## config.mk

```make
export PLATFORM = sky130hd
export DESIGN_NAME = wb_axis_in_bridge
export DESIGN_NICKNAME = d
export VERILOG_FILES = /design/src/rtl/wb_axisin_pkg.sv /design/src/rtl/wb_axisin_fifo.sv /design/src/rtl/wb_axis_in_bridge.sv
export SDC_FILE = /design/constraint.sdc
export NUM_CORES = 1
export LEC_CHECK = 0
export ABC_CLOCK_PERIOD_IN_PS = 6200
export BUFFER_PORTS_ARGS = -buffer_cell sky130_fd_sc_hd__buf_4
export CAP_MARGIN = 20
export CORE_MARGIN = 2
export CORE_UTILIZATION = 43
export DETAILED_ROUTE_END_ITERATION = 12
export PLACE_DENSITY = 0.59
export SYNTH_ARGS = -nofsm -noshare
export SYNTH_HDL_FRONTEND = slang
export SYNTH_HIERARCHICAL = 1
export SYNTH_SLANG_ARGS = --single-unit
```

## constraint.sdc

```tcl
create_clock -name wb_clk_i -period 6.2 [get_ports wb_clk_i]
set_input_delay 0.31 -clock wb_clk_i [delete_from_list [all_inputs] [get_ports wb_clk_i]]
set_output_delay 0.31 -clock wb_clk_i [all_outputs]
set_load 0.01 [all_outputs]
```

## src/rtl/wb_axisin_pkg.sv

```systemverilog
// Shared definitions for the Wishbone-to-AXI-Stream input bridge.
//  - Register offsets decoded from wbs_adr_i[7:0]
//  - STATUS / CTRL bit positions
//  - Bus-side FSM state type
package wb_axisin_pkg;

    localparam logic [7:0] REG_DATALEN = 8'h10;
    localparam logic [7:0] REG_PUSH    = 8'h80;
    localparam logic [7:0] REG_STATUS  = 8'h84;
    localparam logic [7:0] REG_FULL    = 8'h88;
    localparam logic [7:0] REG_CTRL    = 8'h8C;

    localparam int unsigned STATUS_FULL_BIT  = 0;
    localparam int unsigned STATUS_EMPTY_BIT = 1;
    localparam int unsigned STATUS_COUNT_LSB = 8;

    localparam int unsigned CTRL_FLUSH_BIT  = 0;
    localparam int unsigned CTRL_IRQ_EN_BIT = 1;

    typedef enum logic [1:0] {
        StIdle = 2'd0,
        StWait = 2'd1,
        StAck  = 2'd2
    } wb_state_e;

endpackage

```

## src/rtl/wb_axisin_fifo.sv

```systemverilog
// Circular FIFO feeding the stream side of the bridge.
// Ports:
//  clk_i, rst_i      clock, asynchronous active-high reset (pointers only)
//  push_i, data_i    write request and word; ignored while full
//  pop_i             read request; ignored while empty
//  flush_i           empties the FIFO; wins over a same-cycle pop
//  head_o            oldest entry
//  count_o           occupancy 0..Depth
//  full_o, empty_o   occupancy flags
module wb_axisin_fifo #(
    parameter int unsigned Width = 32,
    parameter int unsigned Depth = 16
) (
    input  logic                     clk_i,
    input  logic                     rst_i,
    input  logic                     push_i,
    input  logic [Width-1:0]         data_i,
    input  logic                     pop_i,
    input  logic                     flush_i,
    output logic [Width-1:0]         head_o,
    output logic [$clog2(Depth):0]   count_o,
    output logic                     full_o,
    output logic                     empty_o
);
    localparam int unsigned AddrW = $clog2(Depth);
    localparam int unsigned CntW  = AddrW + 1;

    logic [Width-1:0] mem_q [Depth];
    logic [CntW-1:0]  wr_ptr_q, wr_ptr_d;
    logic [CntW-1:0]  rd_ptr_q, rd_ptr_d;
    logic             do_push, do_pop;

    // Extra pointer bit lets full and empty be told apart by subtraction.
    assign count_o = wr_ptr_q - rd_ptr_q;
    assign full_o  = (count_o == CntW'(Depth));
    assign empty_o = (count_o == '0);
    assign head_o  = mem_q[rd_ptr_q[AddrW-1:0]];

    assign do_push = push_i & ~full_o;
    assign do_pop  = pop_i & ~empty_o;

    always_comb begin
        wr_ptr_d = wr_ptr_q + CntW'(do_push);
        rd_ptr_d = rd_ptr_q + CntW'(do_pop);
        if (flush_i) begin
            wr_ptr_d = '0;
            rd_ptr_d = '0;
        end
    end

    always_ff @(posedge clk_i or posedge rst_i) begin
        if (rst_i) begin
            wr_ptr_q <= '0;
            rd_ptr_q <= '0;
        end else begin
            wr_ptr_q <= wr_ptr_d;
            rd_ptr_q <= rd_ptr_d;
        end
    end

    // Storage is deliberately not reset.
    always_ff @(posedge clk_i) begin
        if (do_push && !flush_i) begin
            mem_q[wr_ptr_q[AddrW-1:0]] <= data_i;
        end
    end

endmodule

```

## src/rtl/wb_axis_in_bridge.sv

```systemverilog
// Wishbone slave that buffers firmware-written words and streams them out as an AXI-Stream master.
// Registers (offset on wbs_adr_i[7:0], block selected by wbs_adr_i[31:24] == pADDR_BASE):
//  0x10 DATA_LEN (RW), 0x80 push (W), 0x84 STATUS (R), 0x88 FULL (R), 0x8C CTRL (flush, irq_en)
// Ports:
//  wb_clk_i, wb_rst_i         clock, asynchronous active-high reset
//  wbs_*                      Wishbone slave; ack is a registered one-cycle pulse
//  ss_tvalid/tdata/tlast      stream output, ss_tready from the consumer
//  irq_o                      low-watermark level, only when WB_AXISIN_IRQ_EN is defined
// Build option: WB_AXISIN_IRQ_EN adds irq_o, the threshold logic and CTRL bit1.
module wb_axis_in_bridge
    import wb_axisin_pkg::*;
#(
    parameter int unsigned pDATA_WIDTH = 32,
    parameter int unsigned pDEPTH      = 16,
    parameter logic [7:0]  pADDR_BASE  = 8'h30,
    parameter int unsigned pLOW_WM     = 4
) (
    input  logic                   wb_clk_i,
    input  logic                   wb_rst_i,
    input  logic                   wbs_stb_i,
    input  logic                   wbs_cyc_i,
    input  logic                   wbs_we_i,
    input  logic [3:0]             wbs_sel_i,
    input  logic [31:0]            wbs_adr_i,
    input  logic [31:0]            wbs_dat_i,
    output logic                   wbs_ack_o,
    output logic [31:0]            wbs_dat_o,
    output logic                   ss_tvalid,
    output logic [pDATA_WIDTH-1:0] ss_tdata,
    output logic                   ss_tlast,
    input  logic                   ss_tready
`ifdef WB_AXISIN_IRQ_EN
    ,
    output logic                   irq_o
`endif
);
    localparam int unsigned CntW = $clog2(pDEPTH) + 1;

    wb_state_e       state_q, state_d;
    logic            ack_q, ack_d;
    logic [31:0]     dat_q, dat_d;
    logic [31:0]     data_len_q, data_len_d;
    logic [31:0]     beat_cnt_q, beat_cnt_d;

    logic            req, is_push, data_len_wr;
    logic            fifo_push, fifo_pop, fifo_flush, fifo_full, fifo_empty;
    logic [CntW-1:0] fifo_count;
    logic [7:0]      offset;
    logic [31:0]     rd_data;
    logic            unused_inputs;

`ifdef WB_AXISIN_IRQ_EN
    logic irq_en_q, irq_en_d;
    logic irq_q, irq_d;
`endif

    assign unused_inputs = ^{wbs_sel_i, wbs_adr_i[23:8]};

    assign offset  = wbs_adr_i[7:0];
    assign req     = wbs_stb_i & wbs_cyc_i & (wbs_adr_i[31:24] == pADDR_BASE);
    assign is_push = wbs_we_i & (offset == REG_PUSH);

    wb_axisin_fifo #(
        .Width (pDATA_WIDTH),
        .Depth (pDEPTH)
    ) u_fifo (
        .clk_i   (wb_clk_i),
        .rst_i   (wb_rst_i),
        .push_i  (fifo_push),
        .data_i  (wbs_dat_i[pDATA_WIDTH-1:0]),
        .pop_i   (fifo_pop),
        .flush_i (fifo_flush),
        .head_o  (ss_tdata),
        .count_o (fifo_count),
        .full_o  (fifo_full),
        .empty_o (fifo_empty)
    );

    assign ss_tvalid = ~fifo_empty;
    assign fifo_pop  = ss_tvalid & ss_tready;
    assign ss_tlast  = ss_tvalid & (data_len_q != '0) & (beat_cnt_q == data_len_q - 32'd1);
    assign wbs_ack_o = ack_q;
    assign wbs_dat_o = dat_q;

    // Read mux; write-only and unmapped offsets return zero.
    always_comb begin
        rd_data = '0;
        case (offset)
            REG_DATALEN: rd_data = data_len_q;
            REG_STATUS: begin
                rd_data[STATUS_COUNT_LSB +: CntW] = fifo_count;
                rd_data[STATUS_EMPTY_BIT]         = fifo_empty;
                rd_data[STATUS_FULL_BIT]          = fifo_full;
            end
            REG_FULL: rd_data[0] = fifo_full;
`ifdef WB_AXISIN_IRQ_EN
            REG_CTRL: rd_data[CTRL_IRQ_EN_BIT] = irq_en_q;
`endif
            default: rd_data = '0;
        endcase
    end

    always_comb begin
        state_d     = state_q;
        dat_d       = '0;
        fifo_push   = 1'b0;
        fifo_flush  = 1'b0;
        data_len_wr = 1'b0;
`ifdef WB_AXISIN_IRQ_EN
        irq_en_d    = irq_en_q;
`endif
        unique case (state_q)
            StIdle: begin
                if (req) begin
                    if (is_push) begin
                        if (!fifo_full) begin
                            fifo_push = 1'b1;
                            state_d   = StAck;
                        end else begin
                            state_d   = StWait;
                        end
                    end else begin
                        state_d = StAck;
                        if (wbs_we_i) begin
                            data_len_wr = (offset == REG_DATALEN);
                            if (offset == REG_CTRL) begin
                                fifo_flush = wbs_dat_i[CTRL_FLUSH_BIT];
`ifdef WB_AXISIN_IRQ_EN
                                irq_en_d   = wbs_dat_i[CTRL_IRQ_EN_BIT];
`endif
                            end
                        end else begin
                            dat_d = rd_data;
                        end
                    end
                end
            end
            // Master holds the write data while stalled; retry once a slot frees.
            StWait: begin
                if (!fifo_full) begin
                    fifo_push = 1'b1;
                    state_d   = StAck;
                end
            end
            StAck:   state_d = StIdle;
            default: state_d = StIdle;
        endcase
        ack_d = (state_d == StAck);
    end

    always_comb begin
        data_len_d = data_len_wr ? wbs_dat_i : data_len_q;
        beat_cnt_d = beat_cnt_q;
        if (fifo_flush || data_len_wr) begin
            beat_cnt_d = '0;
        end else if (fifo_pop) begin
            beat_cnt_d = ss_tlast ? '0 : beat_cnt_q + 32'd1;
        end
    end

`ifdef WB_AXISIN_IRQ_EN
    assign irq_d = irq_en_q & (32'(fifo_count) <= pLOW_WM);
    assign irq_o = irq_q;
`endif

    always_ff @(posedge wb_clk_i or posedge wb_rst_i) begin
        if (wb_rst_i) begin
            state_q    <= StIdle;
            ack_q      <= 1'b0;
            dat_q      <= '0;
            data_len_q <= '0;
            beat_cnt_q <= '0;
`ifdef WB_AXISIN_IRQ_EN
            irq_en_q   <= 1'b0;
            irq_q      <= 1'b0;
`endif
        end else begin
            state_q    <= state_d;
            ack_q      <= ack_d;
            dat_q      <= dat_d;
            data_len_q <= data_len_d;
            beat_cnt_q <= beat_cnt_d;
`ifdef WB_AXISIN_IRQ_EN
            irq_en_q   <= irq_en_d;
            irq_q      <= irq_d;
`endif
        end
    end

endmodule

```

# Yosys cells after proc, flatten, opt, wreduce, memory -nomap -nowiden
# Memory sizes are Yosys's and may differ from the RTL's.
# Cells that the tools add are included.
dict set report word_totals {
  input_bits 74
  output_inout_bits 67
  ff_bits 109
  elab_cells 75
  rom_bits 0
  memories 1
  ramBits 512
  latchBits 0
}
# memory words word_bits read_ports rd_ports_with_merged_regs write_ports line
set memory_table {}
lappend memory_table {u_fifo.mem_q 16 32 1 0 1 wb_axisin_fifo.sv:28} ;# logic [Width-1:0] mem_q [Depth];
dict set report classes {
  magnitude_cmp 0
  reduce_logical 8
  bitwise 10
  mul 0
  add_sub_neg 5
  mux 34
  eq_ne 10
  n_div 0
  n_shift 0
}
# op count
set op_table {}
lappend op_table {{two-way mux 32 bit} 7}
lappend op_table {{adder 32 x 1 -> 32 bit, second input constant} 1}
lappend op_table {{== test 32 bit} 1}
lappend op_table {{== test 8 bit, second input constant} 4}
lappend op_table {{nonzero test 32 bit} 1}
lappend op_table {{subtractor 32 x 1 -> 32 bit, second input constant} 1}
lappend op_table {{two-way mux 19 bit} 1}
lappend op_table {{two-way mux 1 bit} 14}
lappend op_table {{adder 5 x 1 -> 5 bit} 2}
lappend op_table {{two-way mux 5 bit} 2}
lappend op_table {{case mux 5 bit (2 select lines)} 1}
lappend op_table {{AND 1 bit} 8}
lappend op_table {{== test 8 x 5 -> 1 bit, second input constant} 1}
lappend op_table {{== test 8 x 6 -> 1 bit, second input constant} 1}
lappend op_table {{two-way mux 2 bit} 4}
lappend op_table {{two-way mux 6 bit} 1}
lappend op_table {{case mux 1 bit (2 select lines)} 3}
lappend op_table {{== test 5 bit, second input constant} 1}
lappend op_table {{zero test 5 bit} 1}
lappend op_table {{subtractor 5 bit} 1}
lappend op_table {{case mux 2 bit (2 select lines)} 1}
lappend op_table {{== test 2 x 1 -> 1 bit, second input constant} 1}
lappend op_table {{== test 2 bit, second input constant} 1}
lappend op_table {{zero test 2 bit} 1}
lappend op_table {{other kinds (6)} 7}

# Longest topological paths before layout
dict set report logic_depth {
  ltp_word 10
  ltp_mapped 19
  mapped_depth_nobuf 17
}

# Hierarchy
# The synthesis kept the hierarchy.
# module seq_area_each_um2 instances area_per_inst_um2 cells_each
set by_module_without_submodules {}
lappend by_module_without_submodules {wb_axisin_fifo 15625.0 1 20457.1 1026}
lappend by_module_without_submodules {wb_axis_in_bridge 2477.4 1 5651.7 637}

# Worst setup path after synthesis
# OpenSTA, ideal clock, no wires.
dict set report synth_path {
  path_type {flip-flop to flip-flop}
  from {reg u_fifo.wr_ptr_q[0]}
  to {mem u_fifo.mem_q[3][0] (enable)}
  setup_time_ns 0.421
  slack_ns 1.595
  period_less_slack_ns 4.605
  path_stages_with_launch 16
  t_arrival_ns 4.184
  n_path_buf 2
  required_time_ns 5.779
  path_cell_list {dfrtp_1 inv_1 ha_1 inv_1 fa_1 a21o_1 a21oi_1 xnor2_1 o211a_1 buf_2 buf_6 nor3_1 nor2b_1 nor3b_1 nand3_1 nor2_1}
}
dict set report synth_between {
  elab_chain_len 10
  elab_cells_between_ends 11
  cone_classes {add/sub (1); eq/ne (1); mux (6); bitwise (2); reduce/logical (1)}
}
# item line
set synth_lines {}
lappend synth_lines {{start: declaration} wb_axisin_fifo.sv:29} ;# logic [CntW-1:0] wr_ptr_q, wr_ptr_d;
lappend synth_lines {{start signal: assignment} wb_axisin_fifo.sv:56} ;# wr_ptr_q <= wr_ptr_d;
lappend synth_lines {{subtractor 5 bit *} wb_axisin_fifo.sv:34} ;# assign count_o = wr_ptr_q - rd_ptr_q;
lappend synth_lines {{named net fifo_count[4]} wb_axis_in_bridge.sv:47} ;# logic [CntW-1:0] fifo_count;
lappend synth_lines {{== test 5 bit *} wb_axisin_fifo.sv:35} ;# assign full_o = (count_o == CntW'(Depth));
lappend synth_lines {{named net fifo_full} wb_axis_in_bridge.sv:46} ;# logic fifo_push, fifo_pop, fifo_flush, fifo_full, fifo_empty;
lappend synth_lines {{two-way mux 1 bit *} {wb_axis_in_bridge.sv:116, wb_axis_in_bridge.sv:140}}
lappend synth_lines {{two-way mux 1 bit} wb_axis_in_bridge.sv:115} ;# if (is_push) begin
lappend synth_lines {{two-way mux 1 bit} wb_axis_in_bridge.sv:114} ;# if (req) begin
lappend synth_lines {{case mux 1 bit (2 select lines) *} wb_axis_in_bridge.sv:112} ;# unique case (state_q)
lappend synth_lines {{named net fifo_push} wb_axis_in_bridge.sv:46}
lappend synth_lines {{AND 1 bit *} wb_axisin_fifo.sv:39} ;# assign do_push = push_i & ~full_o;
lappend synth_lines {{logical AND 1 bit *} wb_axisin_fifo.sv:63} ;# if (do_push && !flush_i) begin
lappend synth_lines {{two-way mux 1 bit *} wb_axisin_fifo.sv:63}
lappend synth_lines {{two-way mux 1 bit (not written as such) *} wb_axisin_fifo.sv:64} ;# mem_q[wr_ptr_q[AddrW-1:0]] <= data_i;
lappend synth_lines {{end: declaration} wb_axisin_fifo.sv:28}
# The timed path passes the listed nets; every way through them passes the cells marked *.

# Worst setup path in the final report
dict set report layout_path {
  from {reg u_fifo.rd_ptr_q[0]}
  to {reg u_fifo.rd_ptr_q[4]}
}
dict set report layout_between {
  elab_chain_len 7
}
# item line
set layout_lines {}
lappend layout_lines {{start: declaration} wb_axisin_fifo.sv:30} ;# logic [CntW-1:0] rd_ptr_q, rd_ptr_d;
lappend layout_lines {{start signal: assignment} wb_axisin_fifo.sv:57} ;# rd_ptr_q <= rd_ptr_d;
lappend layout_lines {{subtractor 5 bit *} wb_axisin_fifo.sv:34}
lappend layout_lines {{named net fifo_count[4]} wb_axis_in_bridge.sv:47}
lappend layout_lines {{zero test 5 bit *} wb_axisin_fifo.sv:36} ;# assign empty_o = (count_o == '0);
lappend layout_lines {{named net fifo_empty} wb_axis_in_bridge.sv:46}
lappend layout_lines {{NOT 1 bit *} {wb_axisin_fifo.sv:40, wb_axis_in_bridge.sv:79}}
lappend layout_lines {{AND 1 bit} wb_axis_in_bridge.sv:80} ;# assign fifo_pop = ss_tvalid & ss_tready;
lappend layout_lines {{AND 1 bit *} wb_axisin_fifo.sv:40} ;# assign do_pop = pop_i & ~empty_o;
lappend layout_lines {{adder 5 x 1 -> 5 bit *} wb_axisin_fifo.sv:44} ;# rd_ptr_d = rd_ptr_q + CntW'(do_pop);
lappend layout_lines {{two-way mux 5 bit *} wb_axisin_fifo.sv:45} ;# if (flush_i) begin
lappend layout_lines {{named net u_fifo.rd_ptr_d[4]} wb_axisin_fifo.sv:30}
# Marks and branches as above.
# A chain may end at the register's enable or synchronous reset.

==> flow_summary.json <==
{
  "status": "complete, no violations",
  "crit_path_start_kind": "flop",
  "synth_edf_count": 512,
  "critical-path-top-delay-family": "adder cells",
  "startpoint": "u_fifo/rd_ptr_q[0]",
  "relSlewSlack_pct": 27.63,
  "power_mw": 11.78,
  "die_h_um": 250.4,
  "synthMuxAreaShare_pct": 10.55,
  "path_depth": 17,
  "ios": 141,
  "required_ns": 6.68,
  "drt_iter0_drc": 1039,
  "wl_per_cell_um": 24.46,
  "final_nets": 1889,
  "via_per_inst": 5.748,
  "power.density_nw_per_um2": 390.5,
  "synth_top_cell_area_share_pct": 58.89,
  "dieArea_um2": 62710,
  "fin_crit_sh_pct": 70.75,
  "antenna_found_initial": 0,
  "ys.flop_type": "edfxtp_1",
  "reg2reg_from": "u_fifo/rd_ptr_q[0]",
  "path_cells": "ha_1 -> inv_1 -> fa_1 -> a21o_1 -> a21oi_1 -> xnor2_1 -> nor3_1 -> inv_1 -> nand2_1 -> buf_4 -> inv_1 -> o31a_1 -> ha_1 -> ha_1 -> nand3_1 -> xor2_1 -> nor2_1",
  "min_path_cells": 1,
  "grt-ovfl-total": 0,
  "io_buffers": 120,
  "drive_gt1_share_pct": 20.26,
  "clockBufferDepth": 3,
  "final_antenna_net_count": 0,
  "ir_worst_vdd_v": 0.0003767,
  "core_area_um2": 60250,
  "skew_ns": 0.01416,
  "initial_core_util_pct": 43.34,
  "cp_slowest_cell": "dfrtp_4",
  "endpoint_kind": "flop",
  "finalHoldViolCount": 0,
  "yosys.area_share.xor_xnor_pct": 1.879,
  "postCtsSetupRepairBufs": 0,
  "synth_nets": 1748,
  "yosysSeqAreaShare_pct": 69.33,
  "grt_pass1_vias": 15292,
  "synthSimpleGateAreaFrac_pct": 8.195,
  "dr_total_vias": 15163,
  "leakage_nw": 11.04,
  "tightest_slew_ns": 1.086,
  "mostFrequentLayoutCells": "edfxtp_1, nand2_1, buf_4, mux2i_1, dfrtp_1",
  "tritoncts": "done",
  "hp-class": "in -> reg",
  "rsz0062_at_grt": "false",
  "syn_area_per_cell_um2": 15.70,
  "synth_compound_area_share_pct": 6.886,
  "grt.total_usage_pct": 20.62,
  "gp_congestion": 0.8740,
  "rrSetupSlack_ns": 1.81,
  "placed_cell_area_um2": 27970,
  "synth_fa_ha_area_share_pct": 0.5559,
  "fin_setup_tns_ns": 0,
  "yosysTopAreaCell": "edfxtp_1",
  "ys_async_sr_fraction_pct": 17.55,
  "synth_top_family_by_area": "multiplexers",
  "routed_wl_um": 64530,
  "grt_start_max_net_pins": 126,
  "cts_hold_buf": 3,
  "r2r_cells": 17,
  "cap_violations": 0,
  "critPathCapture": "u_fifo/rd_ptr_q[4]",
  "syn_inst": 1663,
  "rows": 90,
  "netlist_area_um2": 26110,
  "preCtsSetupSlack_ns": 1.776,
  "syn_to_final_growth_pct": 15.56,
  "cts_buffers": 67,
  "post_cts_resized": 0,
  "path_class": "reg -> reg",
  "clock_sinks": 621,
  "drc": 0,
  "min_period_ns": 4.387,
  "place_hpwl_um": 39520,
  "design_area_um2": 30170,
  "final_common_cell": "edfxtp_1",
  "clkTransAtPathRegs_ns": 0.06,
  "synth_cell_types": 79,
  "synth_area_leaders": "edfxtp_1, dfrtp_1, mux4_2, mux2i_1, nand2_1",
  "dr.pass1.iters": 6,
  "cp_max_fo": 31,
  "fin_ws_ns": 1.813,
  "grt_pass1_wl_um": 96630,
  "synth_warnings": 6,
  "finalSetupViolCount": 0,
  "cts_htree_levels": 3,
  "cts-root-buf": "clkbuf_16",
  "path_buf_inv": 4,
  "ys_ff_latch": 621,
  "antenna_cells": 0,
  "fp.dieW_um": 250.4,
  "reg2reg_to": "u_fifo/rd_ptr_q[4]",
  "max_freq_mhz": 228.0,
  "slew_violations": 0,
  "clock_latency_ns": 0.59,
  "crit_path_max_incr_delay_ns": 0.63,
  "cp.arrival_ns": 4.87
}
layer usage:
metal	vias to the layer above	wire, um	track usage (%)
met5	-	0	0
li1	6799	-	-
met3	92	3411	3.273
met4	0	1592	6.775
met2	455	31650	34.45
met1	7817	27880	27.71
cell usage after synthesis (all sizes together) (38+ instances only):
master and n:
a22oi 38, mux2i 129, o21ai 46, mux4 64
edfxtp 512, dfrtp 109, nor2 72, nand2 165
a221oi 64, clkbuf 39, nand3 51, buf 50
worst min path at each step:
| stage | end | startpoint | slack [ns] |
|---|---|---|---|
| global placement | u_fifo/rd_ptr_q[4] | wb_rst_i | 0.37 |
| CTS | u_fifo/mem_q[13][16] | wbs_dat_i[16] | 0.006 |
| global route | u_fifo/mem_q[10][14] | wbs_dat_i[14] | 0.04 |
| finish | u_fifo/mem_q[4][10] | wbs_dat_i[10] | 0.03 |
| floorplan | u_fifo/rd_ptr_q[0] | wb_rst_i | 0.15 |
| detailed placement | u_fifo/rd_ptr_q[1] | wb_rst_i | 0.37 |
per-stage QoR:
stage | cells | util, % | hold slack [ns]
final | 2638 | 50.08 | 0.03117
after CTS | 2638 | 50.08 | 0.005541
after global routing | 2638 | 50.08 | 0.03501
after detailed placement | 2514 | 46.42 | 0.3738
after floorplan | 1663 | - | 0.1502
after global placement | 2514 | 46.42 | 0.3727
power breakdown:
part           internal [mW]  leakage (nW)  switching (mW)
combinational           1.37          3.94            1.82
sequential              4.57          6.03          0.0991
clock                   2.30          1.07            1.62
total                   8.24          11.0            3.54
cell families after synthesis:
| family | count (synthesis) |
|---|---|
| adders and majority gates | 11 |
| DFF | 621 |
| xor gates and xnor gates | 56 |
| buffers and inverters | 112 |
| muxes | 195 |
| and+or+nand+nor | 434 |
| AOI/OAI and AO/OA | 234 |
registers in the layout, indices dropped and copies added (netlist names):
name / cells
wbs_dat_o: 32
beat_cnt_q: 32
data_len_q: 32
u_fifo/mem_q: 512
wbs_ack_o: 1
u_fifo/wr_ptr_q: 5
state_q: 2
u_fifo/rd_ptr_q: 5
final cells by class:
class                           count  area [um2]
Sequential cell                   621       18110
Inverter                           23       88.84
Fill cell                        4953       30080
Clock inverter                     40       371.6
Multi-Input combinational cell    930        7466
Timing Repair Buffer              161        1354
Clock buffer                       81        1800
Tap cell                          782       978.4
Power figures use the tool's default switching activity.
